[src/rtl/life_step_engine_pkg.sv]
`default_nettype none
// ============================================================================
// Module      : life_step_engine_pkg
// Description : Shared types and helpers for the Game-of-Life step engine.
//               WORD_SIZE / LOG_MAX_ADDR size the board word and address
//               buses; life_state_t is the engine's control state.
// Revision    : 1.0  initial release
// ============================================================================
package life_step_engine_pkg;

  localparam int WORD_SIZE    = 32;
  localparam int LOG_MAX_ADDR = 15;

  typedef logic [WORD_SIZE-1:0]    data_t;
  typedef logic [LOG_MAX_ADDR-1:0] addr_t;

  typedef enum logic [1:0] {
    IDLE  = 2'd0,
    RUN   = 2'd1,
    DRAIN = 2'd2,
    SWAP  = 2'd3
  } life_state_t;

  // Conway rule: birth on exactly 3 neighbours, survival on 2 or 3.
  function automatic logic life_rule(input logic alive, input logic [3:0] n);
    return (n == 4'd3) || (alive && (n == 4'd2));
  endfunction

endpackage
`default_nettype wire

[src/rtl/life_step_engine_word_next.sv]
`default_nettype none
// ============================================================================
// Module      : life_word_next
// Description : Combinational next-generation for one board word. Takes a
//               3x3 window of words (row 0 = row above, column 0 = word to
//               the left) and returns the next state of the centre word.
// Ports       : i_win   3x3 data_t window, [row][col]
//               o_next  next generation of i_win[1][1]
// Revision    : 1.0  initial release
// ============================================================================
module life_word_next
  import life_step_engine_pkg::*;
(
  input  data_t i_win [3][3],
  output data_t o_next
);

  // Each row is widened by one cell on each side so that every centre bit
  // sees its left/right neighbours at fixed offsets: ext[i] is the left
  // neighbour of cell i, ext[i+1] the cell itself, ext[i+2] the right one.
  logic [WORD_SIZE+1:0] w_ext_up;
  logic [WORD_SIZE+1:0] w_ext_mid;
  logic [WORD_SIZE+1:0] w_ext_dn;

  assign w_ext_up  = {i_win[0][2][0], i_win[0][1], i_win[0][0][WORD_SIZE-1]};
  assign w_ext_mid = {i_win[1][2][0], i_win[1][1], i_win[1][0][WORD_SIZE-1]};
  assign w_ext_dn  = {i_win[2][2][0], i_win[2][1], i_win[2][0][WORD_SIZE-1]};

  for (genvar gi = 0; gi < WORD_SIZE; gi++) begin : g_bit
    logic [3:0] w_cnt;
    assign w_cnt = 4'(w_ext_up[gi])  + 4'(w_ext_up[gi+1])  + 4'(w_ext_up[gi+2])
                 + 4'(w_ext_mid[gi])                       + 4'(w_ext_mid[gi+2])
                 + 4'(w_ext_dn[gi])  + 4'(w_ext_dn[gi+1])  + 4'(w_ext_dn[gi+2]);
    assign o_next[gi] = life_rule(w_ext_mid[gi+1], w_cnt);
  end

endmodule
`default_nettype wire

[src/rtl/life_step_engine.sv]
`default_nettype none
// ============================================================================
// Module      : life_step_engine
// Description : Computes one Game-of-Life generation per accepted step. Reads
//               the current board through the double buffer's logic read
//               port, writes the next board through its write port, then
//               pulses swap. Cells outside the board are dead.
// Ports       : clk_130mhz    system clock
//               rst_in        synchronous active-high reset
//               step_in       generation request (level, sampled in IDLE)
//               buf_ready_in  double buffer ready
//               rd_data_in    read data, READ_LATENCY after rd_addr_out
//               rd_addr_out   read address (held when no read is issued)
//               wr_addr_out   write address
//               wr_data_out   write data
//               wr_en_out     write strobe, one cycle per board word
//               swap_out      buffer swap pulse after the last write
//               busy_out      high from accept until done_out
//               done_out      one-cycle pulse the cycle after swap_out
// Revision    : 1.0  initial release
// ============================================================================
module life_step_engine
  import life_step_engine_pkg::*;
#(
  parameter int BOARD_WORDS_X = 32,
  parameter int BOARD_ROWS    = 768,
  parameter int READ_LATENCY  = 2
) (
  input  logic  clk_130mhz,
  input  logic  rst_in,
  input  logic  step_in,
  input  logic  buf_ready_in,
  input  data_t rd_data_in,
  output addr_t rd_addr_out,
  output addr_t wr_addr_out,
  output data_t wr_data_out,
  output logic  wr_en_out,
  output logic  swap_out,
  output logic  busy_out,
  output logic  done_out
);

  localparam int COL_W   = $clog2(BOARD_WORDS_X + 1);
  localparam int ROW_W   = $clog2(BOARD_ROWS + 1);
  localparam int DRAIN_W = $clog2(READ_LATENCY + 1);

  // --------------------------------------------------------------------------
  // Control state. r_row/r_col/r_ph name the read slot presented on
  // rd_addr_out during the current cycle; the virtual column BOARD_WORDS_X
  // flushes a zero right-hand word through the window at every row end.
  // --------------------------------------------------------------------------
  life_state_t         r_state;
  logic [ROW_W-1:0]    r_row;
  logic [COL_W-1:0]    r_col;
  logic [1:0]          r_ph;
  logic [DRAIN_W-1:0]  r_drain;

  logic                w_accept;
  logic                w_last;
  logic                w_issue;
  logic [ROW_W-1:0]    w_n_row;
  logic [COL_W-1:0]    w_n_col;
  logic [1:0]          w_n_ph;
  logic [ROW_W:0]      w_rr_ext;
  logic [ROW_W:0]      w_rd_row;
  logic                w_rd_ok;
  addr_t               w_rd_addr;

  assign w_accept = (r_state == IDLE) && step_in && buf_ready_in;
  assign w_last   = (r_state == RUN)
                 && (r_row == ROW_W'(BOARD_ROWS - 1))
                 && (r_col == COL_W'(BOARD_WORDS_X))
                 && (r_ph  == 2'd2);
  // A slot is issued on accept (slot 0,0,0) and on every RUN cycle but the last.
  assign w_issue  = w_accept || ((r_state == RUN) && !w_last);

  // Next read slot; stays at zero outside RUN so counters never overrun.
  always_comb begin
    w_n_row = '0;
    w_n_col = '0;
    w_n_ph  = '0;
    if ((r_state == RUN) && !w_last) begin
      w_n_row = r_row;
      w_n_col = r_col;
      w_n_ph  = r_ph + 2'd1;
      if (r_ph == 2'd2) begin
        w_n_ph = '0;
        if (r_col == COL_W'(BOARD_WORDS_X)) begin
          w_n_col = '0;
          w_n_row = r_row + ROW_W'(1);
        end else begin
          w_n_col = r_col + COL_W'(1);
        end
      end
    end
  end

  // Phase p reads board row (row + p - 1); kept offset by one so that the
  // row above row 0 is simply ext value 0 rather than a negative number.
  assign w_rr_ext  = {1'b0, w_n_row} + (ROW_W+1)'(w_n_ph);
  assign w_rd_row  = w_rr_ext - (ROW_W+1)'(1);
  assign w_rd_ok   = w_issue
                  && (w_rr_ext != '0)
                  && (w_rr_ext <= (ROW_W+1)'(BOARD_ROWS))
                  && (w_n_col < COL_W'(BOARD_WORDS_X));
  assign w_rd_addr = addr_t'(w_rd_row) * addr_t'(BOARD_WORDS_X) + addr_t'(w_n_col);

  // --------------------------------------------------------------------------
  // FSM with registered outputs
  // --------------------------------------------------------------------------
  always_ff @(posedge clk_130mhz) begin
    if (rst_in) begin
      r_state  <= IDLE;
      r_row    <= '0;
      r_col    <= '0;
      r_ph     <= '0;
      r_drain  <= '0;
      swap_out <= 1'b0;
      busy_out <= 1'b0;
      done_out <= 1'b0;
    end else begin
      r_row    <= w_n_row;
      r_col    <= w_n_col;
      r_ph     <= w_n_ph;
      swap_out <= 1'b0;
      done_out <= 1'b0;
      case (r_state)
        IDLE: begin
          if (w_accept) begin
            r_state  <= RUN;
            busy_out <= 1'b1;
          end
        end
        RUN: begin
          if (w_last) begin
            r_state <= DRAIN;
            r_drain <= '0;
          end
        end
        DRAIN: begin
          // READ_LATENCY+1 cycles: the final slot's data lands and its
          // registered write completes before swap goes out.
          if (r_drain == DRAIN_W'(READ_LATENCY)) begin
            r_state  <= SWAP;
            swap_out <= 1'b1;
          end else begin
            r_drain <= r_drain + DRAIN_W'(1);
          end
        end
        SWAP: begin
          r_state  <= IDLE;
          busy_out <= 1'b0;
          done_out <= 1'b1;
        end
        default: r_state <= IDLE;
      endcase
    end
  end

  // --------------------------------------------------------------------------
  // Read-tag pipeline: stage 0 is aligned with rd_addr_out, stage
  // READ_LATENCY with the matching rd_data_in.
  // --------------------------------------------------------------------------
  logic             r_tag_v   [READ_LATENCY+1];
  logic             r_tag_rd  [READ_LATENCY+1];
  logic [1:0]       r_tag_ph  [READ_LATENCY+1];
  logic [COL_W-1:0] r_tag_col [READ_LATENCY+1];
  logic [ROW_W-1:0] r_tag_row [READ_LATENCY+1];

  always_ff @(posedge clk_130mhz) begin
    if (rst_in) begin
      rd_addr_out <= '0;
      for (int i = 0; i <= READ_LATENCY; i++) begin
        r_tag_v[i]   <= 1'b0;
        r_tag_rd[i]  <= 1'b0;
        r_tag_ph[i]  <= '0;
        r_tag_col[i] <= '0;
        r_tag_row[i] <= '0;
      end
    end else begin
      if (w_rd_ok) begin
        rd_addr_out <= w_rd_addr;
      end
      r_tag_v[0]   <= w_issue;
      r_tag_rd[0]  <= w_rd_ok;
      r_tag_ph[0]  <= w_n_ph;
      r_tag_col[0] <= w_n_col;
      r_tag_row[0] <= w_n_row;
      for (int i = 1; i <= READ_LATENCY; i++) begin
        r_tag_v[i]   <= r_tag_v[i-1];
        r_tag_rd[i]  <= r_tag_rd[i-1];
        r_tag_ph[i]  <= r_tag_ph[i-1];
        r_tag_col[i] <= r_tag_col[i-1];
        r_tag_row[i] <= r_tag_row[i-1];
      end
    end
  end

  // --------------------------------------------------------------------------
  // 3x3 window. Phase 0 of every slot shifts all rows left; each phase then
  // fills its row's right-hand word. When phase 2 lands, the window (with
  // the arriving word patched in) covers columns c-2..c and column c-1 is
  // written out.
  // --------------------------------------------------------------------------
  logic       w_land_v;
  logic [1:0] w_land_ph;
  data_t      w_word;
  data_t      r_win [3][3];
  data_t      w_win [3][3];
  data_t      w_next;
  logic       w_wr;

  assign w_land_v  = r_tag_v[READ_LATENCY];
  assign w_land_ph = r_tag_ph[READ_LATENCY];
  assign w_word    = r_tag_rd[READ_LATENCY] ? rd_data_in : '0;
  assign w_wr      = w_land_v && (w_land_ph == 2'd2)
                  && (r_tag_col[READ_LATENCY] != '0);

  always_comb begin
    w_win       = r_win;
    w_win[2][2] = w_word;
  end

  life_word_next u_word_next (
    .i_win  (w_win),
    .o_next (w_next)
  );

  always_ff @(posedge clk_130mhz) begin
    if (rst_in) begin
      for (int k = 0; k < 3; k++) begin
        for (int j = 0; j < 3; j++) begin
          r_win[k][j] <= '0;
        end
      end
    end else if (w_land_v) begin
      case (w_land_ph)
        2'd0: begin
          for (int k = 0; k < 3; k++) begin
            r_win[k][0] <= r_win[k][1];
            r_win[k][1] <= r_win[k][2];
          end
          r_win[0][2] <= w_word;
        end
        2'd1:    r_win[1][2] <= w_word;
        default: r_win[2][2] <= w_word;
      endcase
    end
  end

  always_ff @(posedge clk_130mhz) begin
    if (rst_in) begin
      wr_en_out   <= 1'b0;
      wr_addr_out <= '0;
      wr_data_out <= '0;
    end else begin
      wr_en_out <= w_wr;
      if (w_wr) begin
        wr_addr_out <= addr_t'(r_tag_row[READ_LATENCY]) * addr_t'(BOARD_WORDS_X)
                     + addr_t'(r_tag_col[READ_LATENCY]) - addr_t'(1);
        wr_data_out <= w_next;
      end
    end
  end

endmodule
`default_nettype wire

[config.mk]
export PLATFORM = sky130hd
export DESIGN_NAME = life_step_engine
export DESIGN_NICKNAME = d
export VERILOG_FILES = /design/src/rtl/life_step_engine_pkg.sv /design/src/rtl/life_step_engine_word_next.sv /design/src/rtl/life_step_engine.sv
export SDC_FILE = /design/constraint.sdc
export NUM_CORES = 1
export LEC_CHECK = 0
export ABC_CLOCK_PERIOD_IN_PS = 10860
export CORE_UTILIZATION = 35
export CTS_CLUSTER_SIZE = 40
export DETAILED_ROUTE_END_ITERATION = 16
export PLACE_DENSITY = 0.5
export SLEW_MARGIN = 20
export SYNTH_ARGS = -nofsm -noshare
export SYNTH_HDL_FRONTEND = slang
export SYNTH_SLANG_ARGS = --single-unit
[constraint.sdc]
create_clock -name clk_130mhz -period 10.86 [get_ports clk_130mhz]
set_input_delay 1.629 -clock clk_130mhz [delete_from_list [all_inputs] [get_ports clk_130mhz]]
set_output_delay 1.629 -clock clk_130mhz [all_outputs]
set_load 0.05 [all_outputs]
* Word level (Yosys, flattened, before mapping)
Memories as Yosys holds them, arrays and structs flattened.
Index checks and enable logic that the tools add are counted.
** Storage, ports and cells
- Bits in writable memories :: 60
- Input port bits :: 36
- Word-level logic and storage cells :: 484
- Flip-flop bits (word level) :: 376
- Memories kept :: 5
** Operators by class
- $lt $le $gt $ge :: 2
- Muxes and demuxes :: 38
- Equality and inequality tests :: 77
- Bitwise gates (word level) :: 17
- Add/sub/neg operators :: 233
- Reductions and logical operators :: 91
** Memories
- r_tag_row :: depth 3, width 10, read ports 3, clocked after memory_dff 0, wr ports 3, RTL line life_step_engine.sv:168 : logic [ROW_W-1:0] r_tag_row [READ_LATENCY+1];
- r_tag_col :: depth 3, width 6, read ports 3, clocked after memory_dff 0, wr ports 3, RTL line life_step_engine.sv:167 : logic [COL_W-1:0] r_tag_col [READ_LATENCY+1];
- r_tag_ph :: depth 3, width 2, read ports 3, clocked after memory_dff 0, wr ports 3, RTL line life_step_engine.sv:166 : logic [1:0] r_tag_ph [READ_LATENCY+1];
- r_tag_rd :: depth 3, width 1, read ports 3, clocked after memory_dff 0, wr ports 3, RTL line life_step_engine.sv:165 : logic r_tag_rd [READ_LATENCY+1];
- r_tag_v :: depth 3, width 1, read ports 3, clocked after memory_dff 0, wr ports 3, RTL line life_step_engine.sv:164 : logic r_tag_v [READ_LATENCY+1];
** Operator list (number)
- $add 4x1->4 :: 192
- $eq 4x2->1 const B :: 64
- $add 1x1->2 :: 32
- $mux 10 :: 6
- $logic_and 1x1->1 :: 43
- $mux 6 :: 6
- $logic_or 1x1->1 :: 33
- $mux 32 :: 1
- $add 15x6->15 :: 2
- $mux 2 :: 10
- $or 1x1->1 :: 15
- $sub 15x1->15 const B :: 1
- $mux 1 :: 12
- $add 10x2->11 :: 1
- $le 11x10->1 const B :: 1
- $reduce_bool 11->1 :: 1
- $add 10x1->10 const B :: 1
- $eq 10x10->1 const B :: 1
- $eq 2x2->1 const B :: 5
- $sub 10x1->10 const B :: 1
- $ne 2x2->1 const B :: 4
- $pmux 2 s4 :: 1
- $reduce_and 2->1 :: 4
- $add 6x1->6 const B :: 1
- other kinds (13) :: 20

* Logic depth before layout (Yosys ltp)
- Depth in word-level cells :: 13
- Depth in mapped cells :: 22
- Depth with buffers taken out :: 19

* By module
Synthesis repeated with hierarchy kept, for this count alone.
** Unflattened totals
- Cells, all modules :: 2591
- Area, all modules :: 21704.6 um^2
** Modules (own cells, without submodules)
- life_step_engine :: seq. area each 8368.0 um^2, cells an instance 1993, instances 1, area each 16288.1 um^2
- life_word_next :: seq. area each 0.0 um^2, cells an instance 598, instances 1, area each 5416.4 um^2

* Worst setup path before layout
OpenSTA, ideal clock, no wires.
- Path kind :: register -> register
- Start :: reg r_col[0]
- End :: reg rd_addr_out[11]
- Clock period less this slack :: 5.076 ns
- Stages on the path, launching flop included :: 22
- Library setup time :: 0.128 ns
- Arrival :: 4.948 ns
- Setup slack :: 5.784 ns
- Path through :: dfxtp_1 > inv_1 > ha_1 > and4bb_2 > nand4_4 > o31ai_4 > clkbuf_1 > clkbuf_1 > nor2_1 > ha_1 > fa_1 > or3b_2 > mux2i_1 > nand3_1 > a31oi_1 > o21ai_0 > a211oi_1 > mux2_2 > a22oi_1 > xnor2_1 > mux2i_1 > nor2_1
** Between the ends
- Word-level cells in the longest chain between the ends :: 11
** RTL lines
- start, declared :: RTL line life_step_engine.sv:54 : logic [COL_W-1:0] r_col;
- start signal, assigned :: RTL line life_step_engine.sv:123 : r_col <= w_n_col;
- $eq 6x6->1 * :: RTL line life_step_engine.sv:72, life_step_engine.sv:88
- $logic_and 1x1->1 :: RTL line life_step_engine.sv:72 : && (r_col == COL_W'(BOARD_WORDS_X))
- $logic_and 1x1->1 :: RTL line life_step_engine.sv:73 : && (r_ph == 2'd2);
- $logic_not 1->1 :: RTL line life_step_engine.sv:82 : if ((r_state == RUN) && !w_last) begin
- $logic_and 1x1->1 :: RTL line life_step_engine.sv:82
- $mux 10 * :: RTL line life_step_engine.sv:82
- named net w_n_row[0] :: RTL line life_step_engine.sv:61 : logic [ROW_W-1:0] w_n_row;
- $add 10x2->11 * :: RTL line life_step_engine.sv:100 : assign w_rr_ext = {1'b0, w_n_row} + (ROW_W+1)'(w_n_ph);
- parallel branches: the longest is 4 deep, another holds $add 15x6->15
- end signal, assigned :: RTL line life_step_engine.sv:182 : rd_addr_out <= w_rd_addr;
- end, declared :: RTL line life_step_engine.sv:34 : output addr_t rd_addr_out,
Mark *: on every way through the listed nets, which the timed path passes.
A chain may end at the register's enable or synchronous reset.

* Worst setup path in the final report
Ends and elaborated chain as after synthesis.

==> qor.txt <==
status: complete, no violations
placer congestion estimate: 0.807
drt via density: 4.83
CTS tree: built
Fin Setup TNS: 0 ps
Max Clk Rate: 194 MHz
worst-margin pin slew: 1060 ps
HPWL after DPL: 30,100 microns
power density cells: 138 mW/mm^2
postcts setup bufs: 0
Setup crit end kind: register
Nets: 2,558
Worst Setup SP: r_col[0]
FF-to-FF Start: r_col[0]
NetSw: 788 uW
Final ANT Viol Nets: 0
RSZ-0062 raised after global routing: false
Synth Flop Type: dfxtp_1
DRC: 0
clock latency on the worst-skew pair: 550 ps
delay of the slowest cell on the worst path: 640 ps
Die ar.: 0.0541 sq mm
FP Rows: 84
worst-case clock buffer depth: 3
DIE HEIGHT: 233 microns
number of hold-repair buffers added at the cts stage: 0
Fin Hold WS: 436 ps
Post-synth EDFFs: 0
first-pass GRT wire length: 72,800 microns
top cell type's share of synthesized area: 34.9%
largest cells by area after synthesis: dfxtp_1 (35%), fa_1 (14%), ha_1 (8.5%)
Total GRT Usage: 16.6%
Reg power frac: 41.3%
Finish-stage setup viols: 0
Synth Instances: 2,221
worst min path class: register to register
FFs w/ async S/R, synth: 0%
number of buffers created by CTS: 40
Clk pwr share: 46.7%
final cell area excluding filler cells: 0.0216 sq mm
top fanout value on the critical path: 10
leading cell types in the layout, fill and taps excluded: inv_1 (354), nand2_1 (337), dfxtp_1 (324)
post-synth net total: 2,514
core region area: 0.0526 sq mm
Starting Density: 35.4%
Critical Path RT: 11,280 ps
Leak: 8.20 nW
Post-Place Setup Slack: 5600 ps
fin. max-slew vios: 0
Setup WS post-layout: 5710 ps
H-tree depth: 2
layout cells sized above 1: 4.57%
Initial DRC Count: 662
Syn Area/Cell: 8.39 sq um
Tot Pwr: 2.97 mW
Worst slew margin: 29.2%
R2R depth: 19
min Tclk post-route: 5150 ps
Startpoint Class: register
kind of critical path: register to register
post-synthesis sequential area ratio: 34.9%
post-synth top area cell: dfxtp_1
vias in the first global route: 14,280
# clock sinks: 325
Yosys Warn Count: 0
Gate power share: 11.9%
Placed Area: 0.0202 sq mm
CP Capture Point: rd_addr_out[11]
num ports: 102
GRT overflow: 0
area grow syn2layout: 15.7%
Switching Fraction: 26.6%
worst clock skew: 19.1 ps
CP max stage cell: a211oi_1
register-to-register setup slack: 5710 ps
number of gates resized after cts: 0
Hold Vio Cnt, Final: 0
Tcrit/Tclk final: 47.4%
die width: 233 microns
register bit total from synthesis: 325
routed len/inst: 14.6 microns
mapped cell area: 0.0186 sq mm
total of fill cells in the finished design: 5,363
CP Cell Sequence: inv_1 -> ha_1 -> and4bb_2 -> nand4_4 -> o31ai_4 -> nor2_1 -> ha_1 -> fa_1 -> or3b_2 -> mux2i_1 -> nand3_1 -> a31oi_1 -> o21ai_0 -> a211oi_1 -> mux2_2 -> a22oi_1 -> xnor2_1 -> mux2i_1 -> nor2_1
drt total wl: 43,700 microns
commonest non-fill, non-tap cell in the layout: inv_1
Max VDD drop: 0.0994 mV
largest net degree at the start of global routing: 101
Cell variety after synth: 76
Internal: 2.18 mW
Worst R2R End: rd_addr_out[11]
MaxCap Viol Count: 0
clk root buf: clkbuf_16
initial antenna violation count: 2
Reg clk slew, reported paths: 60 ps
vias: 14,417
1st-pass router iterations: 5
Buffers on Ports: 101
Worst Hold Depth: 1
WP data arrival: 5570 ps
[cell usage after synthesis (7+ instances only)]
cell and instances:
a2111oi_0 32, a21oi_1 286, and2_1 7, and3_1 8
clkbuf_1 101, dfxtp_1 325, fa_1 130, ha_1 127
inv_1 354, mux2i_1 15, nand2_1 337, nand2b_1 9
nand3_1 108, nor2_1 112, nor2b_1 44, nor3_1 29
nor4_1 37, o21ai_0 15, or3_1 8, xnor2_1 18
xor2_1 18
[through the flow]
step / instances / utilization (%)
floorplan: 2221 / -
global placement: 2911 / 38.4
detailed placement: 2911 / 38.4
CTS: 2985 / 41.0
global route: 2986 / 41.0
finish: 2986 / 41.0
[layer usage]
layer	track usage, %	wire [microns]	share of wire, %
met4	4.78	862	2.0
met3	2.79	1550	3.5
met2	27.5	20400	47
met5	0	17	0.039
met1	22.0	20900	48
[critical path, delay by kind of cell (launching register included)]
kind	cells	cell delay, ps
xor gates and xnor gates	1	90
adders and majority gates	3	980
DFF	1	340
AOI/OAI and AO/OA	5	1530
muxes	3	700
buffers and inverters	1	90
and+or+nand+nor	6	1280
[layout make-up]
| cell class | count | area [sq um] | share of cell area [%] |
|---|---|---|---|
| Multi-Input combinational cell | 1429 | 10400 | 48.1 |
| Sequential cell | 325 | 6510 | 30.2 |
| Inverter | 354 | 1330 | 6.16 |
| Clock buffer | 55 | 1150 | 5.33 |
| Timing Repair Buffer | 115 | 1120 | 5.20 |
| Tap cell | 688 | 861 | 3.99 |
| Clock inverter | 19 | 224 | 1.04 |
| Antenna cell | 1 | 2.50 | 0.0116 |
[how the worst min path moves through the flow]
stage,to,slack [ps],from
3_3_place_gp,r_tag_col[0][12],430,r_tag_col[0][6]
2_1_floorplan,r_tag_col[0][12],410,r_tag_col[0][6]
4_1_cts,r_win[158],440,r_win[126]
6_report,r_tag_col[0][17],440,r_tag_col[0][11]
3_5_place_dp,r_tag_col[0][17],430,r_tag_col[0][11]
5_1_grt,r_tag_rd[0][2],460,r_tag_rd[0][1]
[kinds of logic after synthesis]
group / Yosys count / synth area share, %
compound gates: 383 / 11.8
xor+xnor: 38 / 1.90
fa+ha+maj: 257 / 22.5
buf+inv: 467 / 9.57
flops: 325 / 34.9
mux: 16 / 0.866
simple gates: 735 / 18.4
[flip-flops by register name, summed over array words and instances, names as in the netlist, 9 cells and up]
register	cells
r_win	195
wr_data_out	32
r_tag_row	21
rd_addr_out	15
wr_addr_out	15
r_tag_col	13
r_row	9
[power by group through the flow]
stage | logic, mW | clock network (mW) | registers [mW]
final | 0.353 | 1.39 | 1.23
after global routing | 0.391 | 1.48 | 1.23
after CTS | 0.357 | 1.43 | 1.23
after detailed placement | 0.355 | 0 | 1.25
after global placement | 0.349 | 0 | 1.25
after floorplan | 0.225 | 0 | 1.29
No activity file was read; power rests on OpenSTA's default activity.
